<file path="config.mk">
export PLATFORM = sky130hd
export DESIGN_NAME = multiplier_reg
export DESIGN_NICKNAME = d
export VERILOG_FILES = /design/src/rtl/multiplier_reg_pkg.sv /design/src/rtl/multiplier_reg_core.sv /design/src/rtl/multiplier_reg.sv
export SDC_FILE = /design/constraint.sdc
export NUM_CORES = 2
export LEC_CHECK = 0
export CAP_MARGIN = 20
export CORE_MARGIN = 5
export CORE_UTILIZATION = 45
export CTS_CLUSTER_DIAMETER = 60
export DETAILED_ROUTE_END_ITERATION = 7
export HOLD_SLACK_MARGIN = 0.03
export PLACE_DENSITY = 0.67
export REMOVE_ABC_BUFFERS = 1
export SETUP_SLACK_MARGIN = 0.02
export SLEW_MARGIN = 20
export SYNTH_ARGS = -nofsm -noshare
export SYNTH_HDL_FRONTEND = slang
export SYNTH_SLANG_ARGS = --single-unit
</file>
<file path="constraint.sdc">
create_clock -name iClk -period 1.07 [get_ports iClk]
set_clock_uncertainty 0.05 [all_clocks]
set_input_delay 0.1605 -clock iClk [delete_from_list [all_inputs] [get_ports iClk]]
set_output_delay 0.1605 -clock iClk [all_outputs]
set_load 0.05 [all_outputs]
</file>
<file path="src/rtl/multiplier_reg_pkg.sv">
// Shared constants and vector types for the registered multiplier.
// Holds the default operand width plus operand/product typedefs at that width.
package multiplier_reg_pkg;

    // Default operand width; the product is twice this wide.
    localparam int BITWIDTH_DEFAULT = 32;

    typedef logic [BITWIDTH_DEFAULT-1:0]   operand_t;
    typedef logic [2*BITWIDTH_DEFAULT-1:0] product_t;

endpackage

</file>
<file path="src/rtl/multiplier_reg_core.sv">
// Combinational shift-add array multiplier, full 2*BITWIDTH product, no state.
// Ports: iData0/iData1 operands (BITWIDTH), oProduct product (2*BITWIDTH).
// MULTIPLIER_REG_SIGNED_EN selects two's-complement (Baugh-Wooley) operands.
module multiplier_reg_core
    import multiplier_reg_pkg::*;
#(
    parameter int BITWIDTH = BITWIDTH_DEFAULT
) (
    input  logic [BITWIDTH-1:0]   iData0,
    input  logic [BITWIDTH-1:0]   iData1,
    output logic [2*BITWIDTH-1:0] oProduct
);

    logic [2*BITWIDTH-1:0] acc;
    logic [BITWIDTH-1:0]   row;
    logic [2*BITWIDTH-1:0] one;

    always_comb begin
        acc = '0;
        row = '0;
        one = {{(2*BITWIDTH-1){1'b0}}, 1'b1};
        for (int i = 0; i < BITWIDTH; i++) begin
            for (int j = 0; j < BITWIDTH; j++) begin
                row[j] = iData0[j] & iData1[i];
`ifdef MULTIPLIER_REG_SIGNED_EN
                // Baugh-Wooley: invert terms pairing exactly one sign bit.
                if ((i == BITWIDTH-1) != (j == BITWIDTH-1))
                    row[j] = ~row[j];
`endif
            end
            acc = acc + ({{BITWIDTH{1'b0}}, row} << i);
        end
`ifdef MULTIPLIER_REG_SIGNED_EN
        // Correction constant 2^W + 2^(2W-1), taken mod 2^(2W).
        acc = acc + (one << BITWIDTH) + (one << (2*BITWIDTH-1));
`endif
        oProduct = acc;
    end

endmodule

</file>
<file path="src/rtl/multiplier_reg.sv">
// Registered multiplier: one-cycle latency product with clear and enable.
// Ports: iClk, iRstN (async low), iEn, iClr (sync, beats iEn), iData0, iData1, oData.
// MULTIPLIER_REG_SIGNED_EN selects signed operands/product (default unsigned).
module multiplier_reg
    import multiplier_reg_pkg::*;
#(
    parameter int BITWIDTH = BITWIDTH_DEFAULT
) (
    input  logic                  iClk,
    input  logic                  iRstN,
    input  logic                  iEn,
    input  logic                  iClr,
    input  logic [BITWIDTH-1:0]   iData0,
    input  logic [BITWIDTH-1:0]   iData1,
    output logic [2*BITWIDTH-1:0] oData
);

    logic [2*BITWIDTH-1:0] product;

    multiplier_reg_core #(
        .BITWIDTH (BITWIDTH)
    ) uCore (
        .iData0   (iData0),
        .iData1   (iData1),
        .oProduct (product)
    );

    always_ff @(posedge iClk or negedge iRstN) begin
        if (!iRstN) begin
            oData <= '0;
        end else if (iClr) begin
            oData <= '0;
        end else if (iEn) begin
            oData <= product;
        end
    end

endmodule

</file>
Yosys cells after proc, flatten, opt, wreduce, memory -nomap -nowiden --
Index checks and enable logic that the tools add are counted.
Storage, ports and cells: flip-flop bits (word level) 64, input port bits 68, output and inout bits 64, logic and storage cells 1059
Operators by class: $add $sub $neg 31, mux-type cells 2, bitwise gates (word level) 1024, reductions and logical operators 1
Operators with widths (count):
- bitwise AND 1 bit | 1024
- 2-to-1 mux 64 bit | 2
- adder 64 x 34 -> 64 bit | 1
- adder 64 x 35 -> 64 bit | 1
- adder 64 x 36 -> 64 bit | 1
- adder 64 x 37 -> 64 bit | 1
- adder 64 x 38 -> 64 bit | 1
- adder 64 x 39 -> 64 bit | 1
- adder 64 x 40 -> 64 bit | 1
- adder 64 x 41 -> 64 bit | 1
- adder 64 x 42 -> 64 bit | 1
- adder 64 x 43 -> 64 bit | 1
- adder 64 x 44 -> 64 bit | 1
- adder 64 x 45 -> 64 bit | 1
- adder 64 x 46 -> 64 bit | 1
- adder 64 x 47 -> 64 bit | 1
- adder 64 x 48 -> 64 bit | 1
- adder 64 x 49 -> 64 bit | 1
- adder 64 x 50 -> 64 bit | 1
- adder 64 x 51 -> 64 bit | 1
- adder 64 x 52 -> 64 bit | 1
- adder 64 x 53 -> 64 bit | 1
- adder 64 x 54 -> 64 bit | 1
- adder 64 x 55 -> 64 bit | 1
- other kinds (10) | 10

Logic depth before layout (Yosys ltp) --
word-level depth 34, depth in mapped cells 38, mapped depth without buffers 36

By module --
From an unflattened synthesis, not the netlist that was laid out.
Unflattened totals: cell total of the unflattened synthesis 4032, area total of the unflattened synthesis 35942.0 um^2
Modules (own cells, without submodules):
- multiplier_reg_core | instances 1, cells each 3826, area an instance 33330.7 um^2, seq. area each 0.0 um^2
- multiplier_reg | instances 1, cells each 206, area an instance 2611.3 um^2, seq. area each 1601.5 um^2

Least setup slack after synthesis --
No wires, ideal clock.
kind input to register, start input port iData0[5], end register oData[59], setup time 0.099 ns, arrival time 8.842 ns, path slack -7.921 ns, stages 32, cell sequence clkbuf_1 -> and2_1 -> ha_1 -> a21o_1 -> a21oi_1 -> a21oi_1 -> o32a_1 -> a31o_2 -> a311o_1 -> a21oi_1 -> a21oi_1 -> xor2_1 -> fa_1 -> inv_1 -> fa_1 -> fa_1 -> fa_1 -> fa_1 -> fa_1 -> inv_1 -> fa_1 -> fa_1 -> ha_1 -> clkbuf_1 -> nand4_1 -> nor3_2 -> or2b_1 -> nand3_1 -> nor2_1 -> o31a_1 -> or4_1 -> a311oi_1
On the way: cells in the longest elaborated chain, start to end 34, elaborated cells between the ends (all ways) 65, those cells by class 31 x add/sub; 2 x mux; 32 x bitwise
RTL lines:
- from (decl) | RTL line multiplier_reg.sv:13 | input logic [BITWIDTH-1:0] iData0,
- bitwise AND 1 bit | RTL line multiplier_reg_core.sv:24 | row[j] = iData0[j] & iData1[i];
- adder 32 x 33 -> 34 bit | RTL line multiplier_reg_core.sv:31 | acc = acc + ({{BITWIDTH{1'b0}}, row} << i);
- adder 64 x 34 -> 64 bit | RTL line multiplier_reg_core.sv:31
- adder 64 x 35 -> 64 bit | RTL line multiplier_reg_core.sv:31
- adder 64 x 36 -> 64 bit | RTL line multiplier_reg_core.sv:31
- adder 64 x 37 -> 64 bit | RTL line multiplier_reg_core.sv:31
- adder 64 x 38 -> 64 bit | RTL line multiplier_reg_core.sv:31
- adder 64 x 39 -> 64 bit | RTL line multiplier_reg_core.sv:31
- [... 18 more ...]
- adder 64 x 58 -> 64 bit | RTL line multiplier_reg_core.sv:31
- adder 64 x 59 -> 64 bit | RTL line multiplier_reg_core.sv:31
- adder 64 x 60 -> 64 bit | RTL line multiplier_reg_core.sv:31
- adder 64 x 61 -> 64 bit | RTL line multiplier_reg_core.sv:31
- adder 64 x 62 -> 64 bit | RTL line multiplier_reg_core.sv:31
- adder 64 x 63 -> 64 bit (*) | RTL line multiplier_reg_core.sv:31
- 2-to-1 mux 64 bit (*) | RTL line multiplier_reg.sv:33 | end else if (iEn) begin
- 2-to-1 mux 64 bit (*) | RTL line multiplier_reg.sv:31 | end else if (iClr) begin
- to (signal assigned) | RTL line multiplier_reg.sv:34 | oData <= product;
- to (decl) | RTL line multiplier_reg.sv:15 | output logic [2*BITWIDTH-1:0] oData
Mark *: on every way between the ends. The rest lies on a longest branch, timed or not. The select of a mux whose other input is x is not followed. A chain may end at the register's enable or synchronous reset.

Final worst setup path --
start input port iData1[0], end register oData[59]
On the way: cells in the longest elaborated chain, start to end 34, elaborated cells between the ends (all ways) 65, those cells by class 31 x add/sub; 2 x mux; 32 x bitwise
RTL lines:
- from (decl) | RTL line multiplier_reg.sv:14 | input logic [BITWIDTH-1:0] iData1,
- bitwise AND 1 bit | RTL line multiplier_reg_core.sv:24
- adder 32 x 33 -> 34 bit (*) | RTL line multiplier_reg_core.sv:31
- adder 64 x 34 -> 64 bit (*) | RTL line multiplier_reg_core.sv:31
- adder 64 x 35 -> 64 bit (*) | RTL line multiplier_reg_core.sv:31
- adder 64 x 36 -> 64 bit (*) | RTL line multiplier_reg_core.sv:31
- adder 64 x 37 -> 64 bit (*) | RTL line multiplier_reg_core.sv:31
- adder 64 x 38 -> 64 bit (*) | RTL line multiplier_reg_core.sv:31
- adder 64 x 39 -> 64 bit (*) | RTL line multiplier_reg_core.sv:31
- [... 18 more ...]
- adder 64 x 58 -> 64 bit (*) | RTL line multiplier_reg_core.sv:31
- adder 64 x 59 -> 64 bit (*) | RTL line multiplier_reg_core.sv:31
- adder 64 x 60 -> 64 bit (*) | RTL line multiplier_reg_core.sv:31
- adder 64 x 61 -> 64 bit (*) | RTL line multiplier_reg_core.sv:31
- adder 64 x 62 -> 64 bit (*) | RTL line multiplier_reg_core.sv:31
- adder 64 x 63 -> 64 bit (*) | RTL line multiplier_reg_core.sv:31
- 2-to-1 mux 64 bit (*) | RTL line multiplier_reg.sv:33
- 2-to-1 mux 64 bit (*) | RTL line multiplier_reg.sv:31
Marked as above.

==> flow_metrics.tcl <==
set metrics [dict create \
    layout_setup_ws_ps -7720 \
    root_buffer "clkbuf_16" \
    clk_latency_ps 320 \
    synth.avg_cell_area_um2 8.88 \
    setup_viol 126 \
    crit_fanout 6 \
    cts_buffers 9 \
    async_flop_share_pct 100 \
    grt_pass1_vias 32100 \
    die_height_um 291 \
    yosys.area_share.adder_pct 59.3 \
    crit_arrival_ps 8970 \
    synth_common_cells "fa_1, inv_1, nand2_1, and2_1, ha_1" \
    vias 29300 \
    via_per_inst 5.30 \
    final_max_slew_viol_count 0 \
    hold_path_class "input pin to register" \
    largest_reg_flops 64 \
    fin_cells 5532 \
    synth_compound_area_share_pct 5.47 \
    ys.flop_type "dfrtp_1" \
    grt_pass1_wl_um 173000 \
    max_freq_mhz 114 \
    maxCapViolCount 0 \
    synthSimpleGateAreaFrac_pct 16.5 \
    fp.dieW_um 291 \
    gp_congestion 0.903 \
    drtIter0Drc 1662 \
    worstSetupEndpointType "register" \
    wl_per_cell_um 19.8 \
    ys_warn_count 0 \
    synth_top_cell_by_area "fa_1" \
    core_area_mm2 0.0786 \
    synth-seq-cells 64 \
    worst_pin_slew_ps 552 \
    synth_area_mm2 0.0355 \
    r2r_end "oData[31]" \
    muxShareOfSynthArea_pct 0.875 \
    drc 0 \
    area_growth_syn_to_layout_pct 28.7 \
    clk_pin_slew_ps 50 \
    cts.sinks 64 \
    r2r_setup_slack_ps 30 \
    status "finished, violations left" \
    grt_usage_pct 25.6 \
    dr.pass1.iters 8 \
    num_rows 103 \
    ys_types 63 \
    ys_seq_area_share_pct 4.52 \
    overflow 0 \
    min_path_cells 3 \
    dp_hpwl_um 85700 \
    worstSetupStartpoint "iData1[0]" \
    start_kind "input pin" \
    layout-drive-gt1-share_pct 22.2 \
    cts_max_path_buffers 2 \
    critPathMostFrequentCell "fa_1" \
    start_util_pct 45.1 \
    violations "negative setup slack" \
    layout_min_cycle_time_ps 8790 \
    criticalPathCategory "input pin to register" \
    synth_top_family_by_area "adder cells" \
    cts_tree "done" \
    synthTopCellsByArea "fa_1, ha_1, inv_1, nand2_1, and2_1" \
    worstRegToRegCells 4 \
    synth_enable_flop_cells 0 \
    largest-register "oData" \
    wl_um 109000 \
    max_slew_margin_pct 63.2 \
    period_share_pct 822 \
    ant_nets 0 \
    io_pins 132 \
    whs_endpoint "oData[59]" \
    grt_max_degree 65 \
    largestRegisters "oData (64)" \
    port-buffer-count 131 \
    slowest_delay_ps 530 \
    final_util_pct 58.0 \
    synth_xor_area_share_pct 1.93 \
    fin_nets 5693 \
    rsz0062_at_grt "yes" \
    r2r-start "oData[31]" \
    cp_data_required_time_ps 1250 \
    yosysMostFrequentCell "fa_1" \
    postSynthCellCount 3993 \
    hold_slack_ps 123 \
    dp.cells 5432 \
    hold_path.startpoint "iClr" \
    antenna_found_initial 16 \
    die_area_mm2 0.0845 \
    cp_slowest_cell "fa_1" \
    hold_violations 0 \
    synth_top_cell_area_share_pct 49.4 \
    cts.htree.levels 3 \
]
[kinds of logic after synthesis]
family | Yosys count
xor+xnor | 78
fa+ha+maj | 1155
compound gates | 302
mux | 31
buf+inv | 1075
flops | 64
simple gates | 1288
[layer usage]
metal | GRT usage [%] | part of all wire (%)
met1 | 31.5 | 37
met5 | 0 | 0.082
met2 | 43.9 | 49
met3 | 5.87 | 8.5
met4 | 10.4 | 5.2
[stage by stage]
step	cell area [µm²]	setup TNS, ps	setup WS [ps]
after floorplan	34600	-366930	-7630
after global placement	42100	-449970	-8750
after detailed placement	42100	-452990	-8830
after CTS	44700	-390450	-7710
after global routing	45600	-408700	-7900
final	45600	-395270	-7720
[worst max path at each step]
stage	cells after the start	slack [ps]	to
floorplan	31	-7630	oData[59]
detailed placement	37	-8830	oData[59]
finish	32	-7720	oData[59]
CTS	32	-7710	oData[59]
global placement	35	-8750	oData[59]
global route	32	-7900	oData[59]
[placed cells by master, fill, tap and decap left out, types with 83 or more instances in the layout]
cell type,count
buf_12,111
nand2_1,772
inv_1,815
ha_1,195
and2_1,295
nor2_1,84
buf_4,461
fa_1,841
ha_4,83
[worst max-delay path: cells and delay by family]
kind	cells	cell delay, ps
buf+inv	5	470
simple gates	7	1370
fa+ha+maj	10	4440
xor+xnor	1	140
compound gates	9	2360
[area by class of cell]
class | instances | area [µm²]
Clock buffer | 12 | 256
Inverter | 840 | 3160
Fill cell | 6469 | 33000
Timing Repair Buffer | 701 | 7060
Multi-Input combinational cell | 2854 | 32200
Tap cell | 1050 | 1310
Clock inverter | 1 | 5.00
Sequential cell | 64 | 1610
Antenna cell | 10 | 25.0
[what timing repair did]
item / CTS / global route
gates resized for setup: 426 / 157
cloned: 3 / 0
endpoints found under the hold margin: 64 / 0
buffers inserted: 56 / 39
setup endpoints to repair: 128 / 126
hold buffers: 1 / 0
pin swaps: 196 / 158
Power is not shown: default switching activity piles up to over one toggle a cycle in this logic, so the estimate is an artifact.
